$ cat config.mk
export PLATFORM = sky130hd
export DESIGN_NAME = cm_ucie_d2d_rx_alsm_multi
export DESIGN_NICKNAME = d
export VERILOG_FILES = /design/src/rtl/cm_ucie_d2d_alsm_pkg.sv /design/src/rtl/cm_ucie_d2d_rx_alsm_lane.sv /design/src/rtl/cm_ucie_d2d_rx_alsm_multi.sv
export SDC_FILE = /design/constraint.sdc
export NUM_CORES = 1
export LEC_CHECK = 0
export ABC_AREA = 1
export CORE_MARGIN = 5
export CORE_UTILIZATION = 45
export DETAILED_ROUTE_END_ITERATION = 8
export PLACE_DENSITY = 0.75
export SKIP_LAST_GASP = 1
export SLEW_MARGIN = 15
export SYNTH_ARGS = -nofsm -noshare
export SYNTH_HDL_FRONTEND = slang
export SYNTH_HIERARCHICAL = 1
export SYNTH_SLANG_ARGS = --single-unit
export TNS_END_PERCENT = 30
$ cat constraint.sdc
create_clock -name clk_i -period 4.1 [get_ports clk_i]
set_clock_uncertainty 0.1 [all_clocks]
set_input_delay 0.82 -clock clk_i [delete_from_list [all_inputs] [get_ports clk_i]]
set_output_delay 0.82 -clock clk_i [all_outputs]
set_load 0.005 [all_outputs]
$ cat src/rtl/cm_ucie_d2d_alsm_pkg.sv
// Shared definitions for the multi-stack D2D RX adapter link state machine:
// UCIe 4-bit RDI/FDI state encodings, per-stack FSM states, FDI mapping.
package cm_ucie_d2d_alsm_pkg;

    localparam logic [3:0] ST_RESET     = 4'b0000;
    localparam logic [3:0] ST_ACTIVE    = 4'b0001;
    localparam logic [3:0] ST_LINKERROR = 4'b1010;
    localparam logic [3:0] ST_RETRAIN   = 4'b1011;

    typedef enum logic [2:0] {
        S_RESET,
        S_BRINGUP,
        S_ACTIVE,
        S_RETRAIN,
        S_LINKERROR
    } alsm_st_e;

    // Bringup is still RESET from the FDI point of view.
    function automatic logic [3:0] fdi_enc(input alsm_st_e s);
        case (s)
            S_ACTIVE:    return ST_ACTIVE;
            S_RETRAIN:   return ST_RETRAIN;
            S_LINKERROR: return ST_LINKERROR;
            default:     return ST_RESET;
        endcase
    endfunction

endpackage

$ cat src/rtl/cm_ucie_d2d_rx_alsm_lane.sv
// One stack's ALSM: RDI tracking, bringup handshake with timeout, FDI state.
// Ports: i_clk/i_rstn/i_swrst/i_en control, i_rdi/i_done in; o_sts/o_start/
// o_timeout registered out, o_nxt next state for aggregation.
// Optional CM_UCIE_ALSM_RETRAIN_CNT_EN adds o_retrain_cnt (saturating).
module cm_ucie_d2d_rx_alsm_lane
    import cm_ucie_d2d_alsm_pkg::*;
#(
    parameter int TIMEOUT_CYC = 1024,
    parameter int TO_W        = $clog2(TIMEOUT_CYC + 1)
) (
    input  logic       i_clk,
    input  logic       i_rstn,
    input  logic       i_swrst,
    input  logic       i_en,
    input  logic [3:0] i_rdi,
    input  logic       i_done,
    output logic [3:0] o_sts,
    output logic       o_start,
    output logic       o_timeout,
    output alsm_st_e   o_nxt
`ifdef CM_UCIE_ALSM_RETRAIN_CNT_EN
    ,
    output logic [7:0] o_retrain_cnt
`endif
);

    alsm_st_e        r_state;
    logic [TO_W-1:0] r_cnt;
    logic [3:0]      r_sts;
    logic            r_start;
    logic            r_to;

    alsm_st_e        w_nxt;
    logic [TO_W-1:0] w_cnt_nxt;
    logic            w_start;
    logic            w_to;
    logic            w_rdi_act;
    logic            w_rdi_err;
    logic            w_rdi_rtr;
    logic            w_rdi_rst;

    assign w_rdi_act = (i_rdi == ST_ACTIVE);
    assign w_rdi_err = (i_rdi == ST_LINKERROR);
    assign w_rdi_rtr = (i_rdi == ST_RETRAIN);
    // Unknown RDI encodings collapse to RESET.
    assign w_rdi_rst = !(w_rdi_act || w_rdi_err || w_rdi_rtr);

    always_comb begin
        w_nxt     = r_state;
        w_cnt_nxt = '0;
        w_start   = 1'b0;
        w_to      = 1'b0;
        if (i_swrst || !i_en) begin
            w_nxt = S_RESET;
        end else if (w_rdi_err) begin
            w_nxt = S_LINKERROR;
        end else begin
            case (r_state)
                S_RESET: begin
                    if (w_rdi_act) begin
                        w_nxt   = S_BRINGUP;
                        w_start = 1'b1;
                    end
                end
                S_BRINGUP: begin
                    // done beats a coincident timeout
                    if (i_done) begin
                        w_nxt = S_ACTIVE;
                    end else if (r_cnt == TO_W'(TIMEOUT_CYC - 1)) begin
                        w_nxt = S_LINKERROR;
                        w_to  = 1'b1;
                    end else if (!w_rdi_act) begin
                        w_nxt = S_RESET;
                    end else begin
                        w_cnt_nxt = r_cnt + TO_W'(1);
                    end
                end
                S_ACTIVE: begin
                    if (w_rdi_rtr)      w_nxt = S_RETRAIN;
                    else if (w_rdi_rst) w_nxt = S_RESET;
                end
                S_RETRAIN: begin
                    if (w_rdi_act)      w_nxt = S_ACTIVE;
                    else if (w_rdi_rst) w_nxt = S_RESET;
                end
                S_LINKERROR: begin
                    if (w_rdi_rst) w_nxt = S_RESET;
                end
                default: w_nxt = S_RESET;
            endcase
        end
    end

    always_ff @(posedge i_clk or negedge i_rstn) begin
        if (!i_rstn) begin
            r_state <= S_RESET;
            r_cnt   <= '0;
            r_sts   <= ST_RESET;
            r_start <= 1'b0;
            r_to    <= 1'b0;
        end else begin
            r_state <= w_nxt;
            r_cnt   <= w_cnt_nxt;
            r_sts   <= fdi_enc(w_nxt);
            r_start <= w_start;
            r_to    <= w_to;
        end
    end

`ifdef CM_UCIE_ALSM_RETRAIN_CNT_EN
    logic [7:0] r_rcnt;

    // Survives stack disable; only resets clear it.
    always_ff @(posedge i_clk or negedge i_rstn) begin
        if (!i_rstn) begin
            r_rcnt <= '0;
        end else if (i_swrst) begin
            r_rcnt <= '0;
        end else if (r_state == S_ACTIVE && w_nxt == S_RETRAIN
                     && r_rcnt != 8'hFF) begin
            r_rcnt <= r_rcnt + 8'd1;
        end
    end

    assign o_retrain_cnt = r_rcnt;
`endif

    assign o_sts     = r_sts;
    assign o_start   = r_start;
    assign o_timeout = r_to;
    assign o_nxt     = w_nxt;

endmodule

$ cat src/rtl/cm_ucie_d2d_rx_alsm_multi.sv
// Multi-stack D2D RX ALSM: N_STACK lanes plus registered link-level flags.
// Ports: clk_i, rstn_i, swrst_i, stack_en_i, rdi_state_sts_i, bringup_done_i
// in; state_sts_o, bringup_start_o, timeout_o, all_active_o, any_error_o out.
// Optional CM_UCIE_ALSM_RETRAIN_CNT_EN adds retrain_cnt_o (8 bits/stack).
module cm_ucie_d2d_rx_alsm_multi
    import cm_ucie_d2d_alsm_pkg::*;
#(
    parameter int N_STACK     = 2,
    parameter int TIMEOUT_CYC = 1024
) (
    input  logic                   clk_i,
    input  logic                   rstn_i,
    input  logic                   swrst_i,
    input  logic [N_STACK-1:0]     stack_en_i,
    input  logic [4*N_STACK-1:0]   rdi_state_sts_i,
    output logic [4*N_STACK-1:0]   state_sts_o,
    output logic [N_STACK-1:0]     bringup_start_o,
    input  logic [N_STACK-1:0]     bringup_done_i,
    output logic [N_STACK-1:0]     timeout_o,
    output logic                   all_active_o,
    output logic                   any_error_o
`ifdef CM_UCIE_ALSM_RETRAIN_CNT_EN
    ,
    output logic [8*N_STACK-1:0]   retrain_cnt_o
`endif
);

    localparam int TO_W = $clog2(TIMEOUT_CYC + 1);

    alsm_st_e w_nxt [N_STACK];
    logic     w_all;
    logic     w_any;
    logic     r_all;
    logic     r_any;

    for (genvar g = 0; g < N_STACK; g++) begin : g_lane
        cm_ucie_d2d_rx_alsm_lane #(
            .TIMEOUT_CYC (TIMEOUT_CYC),
            .TO_W        (TO_W)
        ) u_lane (
            .i_clk         (clk_i),
            .i_rstn        (rstn_i),
            .i_swrst       (swrst_i),
            .i_en          (stack_en_i[g]),
            .i_rdi         (rdi_state_sts_i[4*g+:4]),
            .i_done        (bringup_done_i[g]),
            .o_sts         (state_sts_o[4*g+:4]),
            .o_start       (bringup_start_o[g]),
            .o_timeout     (timeout_o[g]),
            .o_nxt         (w_nxt[g])
`ifdef CM_UCIE_ALSM_RETRAIN_CNT_EN
            ,
            .o_retrain_cnt (retrain_cnt_o[8*g+:8])
`endif
        );
    end

    // Built from next states so the flags line up with state_sts_o.
    always_comb begin
        w_all = |stack_en_i;
        w_any = 1'b0;
        for (int k = 0; k < N_STACK; k++) begin
            if (stack_en_i[k]) begin
                if (w_nxt[k] != S_ACTIVE)   w_all = 1'b0;
                if (w_nxt[k] == S_LINKERROR) w_any = 1'b1;
            end
        end
    end

    always_ff @(posedge clk_i or negedge rstn_i) begin
        if (!rstn_i) begin
            r_all <= 1'b0;
            r_any <= 1'b0;
        end else begin
            r_all <= w_all;
            r_any <= w_any;
        end
    end

    assign all_active_o = r_all;
    assign any_error_o  = r_any;

endmodule

Word level (Yosys, flattened, before mapping)
Index checks and enable logic that the tools add are counted.
Storage, ports and cells
  output and inout bits: 14
  input port bits: 15
  register bits: 42
  word-level logic and storage cells: 109
Cells by class
  multiplexer cells: 60
  eq/ne operators: 24
  reductions and logical operators: 11
  $add $sub $neg: 2
Operators by type and width (number)
  two-way mux 11 bit: 12
  two-way mux 3 bit: 18
  case mux 3 bit (5 select lines): 2
  two-way mux 1 bit: 26
  equality test 3 x 2 -> 1 bit, second input constant: 8
  case mux 4 bit (3 select lines): 2
  adder 11 x 1 -> 11 bit, second input constant: 2
  equality test 11 x 10 -> 1 bit, second input constant: 2
  equality test 4 bit, second input constant: 4
  equality test 3 bit, second input constant: 4
  equality test 4 x 1 -> 1 bit, second input constant: 2
  equality test 3 x 1 -> 1 bit, second input constant: 2
  zero test 3 bit: 2
  logical OR 1 bit: 6
  != test 3 x 2 -> 1 bit, second input constant: 2
  zero test 1 bit: 2
  OR reduction 2 bit: 1

Depth between registers and ports, before layout
  depth after elaboration: 13
  depth in mapped cells: 15
  mapped depth without buffers: 15

By module
The synthesis kept the hierarchy.
By module, submodules not included
  cm_ucie_d2d_rx_alsm_lane at g_lane[1].u_lane: cells each 124, instances 1, area each 1006.0 µm², seq. area each 450.4 µm²
  cm_ucie_d2d_rx_alsm_lane at g_lane[0].u_lane: cells each 129, instances 1, area each 1002.2 µm², seq. area each 450.4 µm²
  cm_ucie_d2d_rx_alsm_multi: cells each 18, instances 1, area each 118.9 µm², seq. area each 50.0 µm²

Least setup slack after synthesis
OpenSTA, ideal clock, no wires.
  path type: input to register
  from: in stack_en_i[1]
  to: reg r_all (netlist: all_active_o)
  data required time: 3.887 ns
  stages: 12
  library setup time: 0.113 ns
  arrival time: 1.833 ns
  slack: 2.054 ns
  buffers on the path: 0
  cells stage by stage: inv_1 -> nor2_1 -> inv_1 -> nor2_2 -> inv_1 -> nor2_2 -> inv_1 -> a21oi_1 -> nand3b_1 -> nand2_1 -> nand2_1 -> inv_1
RTL lines
  from (decl): line cm_ucie_d2d_rx_alsm_multi.sv:14  | input logic [N_STACK-1:0] stack_en_i,
  to (signal assigned): line cm_ucie_d2d_rx_alsm_multi.sv:75  | r_all <= w_all;
  to (decl): line cm_ucie_d2d_rx_alsm_multi.sv:33  | logic r_all;

==> metrics.md <==
| Metric | Value |
|---|---|
| Status | completed |
| Layout area overhead | 17.53% |
| Grt ovf | 0 |
| Die Height | 78.75 um |
| Yosys reg bits | 38 |
| CTS H-tree depth | 2 |
| Crit path time final | 2.500 ns |
| Via count | 1713 |
| Number of distinct library cells after synthesis | 30 |
| Worst-path clk slew | 0.07 ns |
| IO Count | 29 |
| Chip width | 78.75 um |
| Core area | 4661 um2 |
| Synth top area share | 44.71% |
| Initial Util | 45.64% |
| P_int | 531.1 uW |
| Setup Buffers After CTS | 0 |
| RePlAce Congestion | 0.7916 |
| CTS root buffer | clkbuf_8 |
| Max Cap Viol | 0 |
| Vias in the first global route | 1680 |
| Least-Margin Pin Slew | 0.8160 ns |
| Critical path's largest stage delay | 0.52 ns |
| Area contributors post-synth | dfrtp_1, nand2_1, nor2_1 |
| Ys flop type | dfrtp_1 |
| Drt drc | 0 |
| Ant diodes | 0 |
| Final wirelength | 3789 um |
| Layout cells sized above 1 | 12.33% |
| First-pass iteration count of the detailed router | 6 |
| Nets@finish | 316 |
| Worst rel slew slack | 45.60% |
| DP Wirelength | 2968 um |
| CP Capture Type | flop |
| Worst Path Max Fanout | 4 |
| Cts hold-fix bufs | 0 |
| Switching portion of total power | 22.07% |
| DIE AREA | 6202 um2 |
| Max Freq | 400.0 MHz |
| Net Count, Synth | 288 |
| Clk pwr share | 38.0% |
| Slowest CP cell | clkdlybuf4s50_1 |
| Global-route wire length before repair | 6996 um |
| Sequential Power Share | 55.3% |
| Inserted Clock Buffers | 5 |
| Sw Pwr | 150.4 uW |
| Post-synthesis cell area | 2127 um2 |
| Leak Pwr | 0.001141 uW |
| Crit path launch type | input pin |
| Hold WC Path Type | flop to flop |
| Top cell by count, worst path | inv_1 |
| # port buffers | 26 |
| Endpoints failing setup | 0 |
| Crit path DAT | 2.58 ns |
| Cell taking the most area after synthesis | dfrtp_1 |
| Post-synth EDFFs | 0 |
| Largest net degree at the start of global routing | 39 |
| P per Cell Area | 272.6 nW/um2 |
| Detail Route Antenna Nets | 0 |
| Synth cell count leaders | nand2_1, nor2_1, inv_1 |
| Worst-Skew Late Latency | 0.28 ns |
| Seq/Total Area, Yosys | 44.71% |
| Synth Area per Inst | 7.849 um2 |
| Clk buf depth | 2 |
| Antenna violations before repair | 0 |
| Vias per inst | 4.839 |
| RSZ-0062 raised after global routing | false |
| Combinational share of power | 6.7% |
| Setup TNS | 0 ns |
| Async S/R FF share, synth | 100.0% |
| Crit-path cells | clkdlybuf4s50_1 > inv_1 > nor2_1 > inv_1 > nor2_2 > inv_1 > nor2_2 > inv_1 > a21oi_1 > nand3b_1 > nand2_1 > nand2_1 > inv_1 |
| Required time at the worst-slack endpoint | 4.18 ns |
| Mapped Cells | 271 |
| Max VDD drop | 189.5 uV |
| TritonCTS clock tree | done |
| CP Class | input pin to flop |
| GRT Total Usage | 14.03% |
| Most common cell in the synthesized netlist | nand2_1 |
| PostCTS Resize Cnt | 0 |
| Starting DRT DRC Count | 70 |
| Row count | 25 |
| Sink Count | 38 |
| Hold Fails Final Rpt | 0 |
| DR WL/cell | 10.70 um |
| Slew Limit Fails | 0 |
| Yosys warnings | 6 |
| Final core utilization | 53.64% |
| Final Cycle Share | 60.97% |
## critical path, delay by kind of cell
family / cells / cell delay, ns
buffers and inverters: 6 / 0.88
AND/OR/NAND/NOR: 6 / 0.69
AO/OA/AOI/OAI: 1 / 0.19
## through the flow
| step | cells | area [um2] | power (uW) | hold WS [ns] | setup WS [ns] |
|---|---|---|---|---|---|
| after floorplan | 271 | 2127 | 404.1 | 0.3315 | 2.054 |
| after global placement | 346 | 2409 | 430.3 | 0.3525 | 1.291 |
| after detailed placement | 346 | 2409 | 430.8 | 0.3604 | 1.292 |
| after CTS | 354 | 2500 | 694.4 | 0.3698 | 1.600 |
| after global routing | 354 | 2500 | 713.0 | 0.3819 | 1.398 |
| final | 354 | 2500 | 681.5 | 0.3644 | 1.600 |
## cells in the final DEF, fill, tap and decap left out
cell and instances:
nand2_1 59, nor2_1 44, inv_1 40, dfrtp_1 38
clkdlybuf4s50_1 25, nand3_1 16, a21oi_1 10, nor2_2 8
clkbuf_8 6, nor3_1 5, nor3_2 4, nand2_2 4
nor3b_2 4, xnor2_1 4, xor2_1 4, nand3b_1 3
nor2_4 3, nand3_2 3, o21ai_0 2, ha_1 2
conb_1 2, inv_2 2, o21ai_1 2, clkinv_2 1
clkbuf_1 1, a31oi_1 1, nor3b_1 1, o22a_1 1
nand3_4 1, nand4_1 1, nor4_1 1, o2111ai_1 1
buf_2 1
## kinds of logic (layout without fill, tap and decap cells)
kind of cell,after synthesis,in the layout,share of synthesized area [%]
adder cells (fa/ha/maj),2,2,1.176
AO/OA/AOI/OAI,17,17,4.412
flip-flops,38,38,44.71
buffers and inverters,47,76,9.353
AND/OR/NAND/NOR,157,157,36.71
XOR/XNOR,8,8,3.294
other,2,2,0.3531
## power groups by stage
stage	clock, uW	combinational, uW	sequential (uW)
3_3_place_gp	0	46.1	384
5_1_grt	283	53.1	377
6_report	259	45.8	377
2_1_floorplan	0	20.0	384
4_1_cts	271	47.0	377
3_5_place_dp	0	46.8	384
## path summary, 6_finish.rpt
| kind | from | end | slack, ns | cells past startpoint |
|---|---|---|---|---|
| setup / recovery | stack_en_i[1] | all_active_o | 1.60 | 13 |
| hold / removal | g_lane[0].u_lane/r_cnt[0] | g_lane[0].u_lane/r_cnt[0] | 0.36 | 1 |
| setup reg to reg | g_lane[0].u_lane/r_cnt[0] | all_active_o | 2.22 | 14 |
| hold reg to reg | g_lane[0].u_lane/r_cnt[0] | g_lane[0].u_lane/r_cnt[0] | 0.36 | 1 |
| max in group asynchronous | rstn_i | g_lane[1].u_lane/r_cnt[1] | 2.86 | 1 |
| min in group asynchronous | rstn_i | g_lane[1].u_lane/o_start | 0.53 | 1 |
## cell type report
cell class	count	area [um2]
fillers	430	2161
multi-input cells	186	977.2
flip-flops and latches	38	950.9
repair buffers	26	255.2
inverters	42	157.7
clock buffers	7	86.33
well taps	54	67.56
clock inverters	1	5.005
## layer usage
| layer | vias up | global-route usage (%) | share of wire, % |
|---|---|---|---|
| met5 | - | 0 | 0 |
| met4 | 0 | 5.245 | 1.6 |
| met3 | 8 | 3.515 | 4.0 |
| met2 | 24 | 23.94 | 48 |
| met1 | 787 | 17.07 | 46 |
| li1 | 894 | - | - |
## flip-flops by register name, indices dropped and copies added, names as in the netlist
register	count
g_lane.u_lane/o_timeout	2
g_lane.u_lane/o_sts	4
all_active_o	1
g_lane.u_lane/r_cnt	22
any_error_o	1
g_lane.u_lane/r_state	6
g_lane.u_lane/o_start	2
Power figures use the tool's default switching activity.
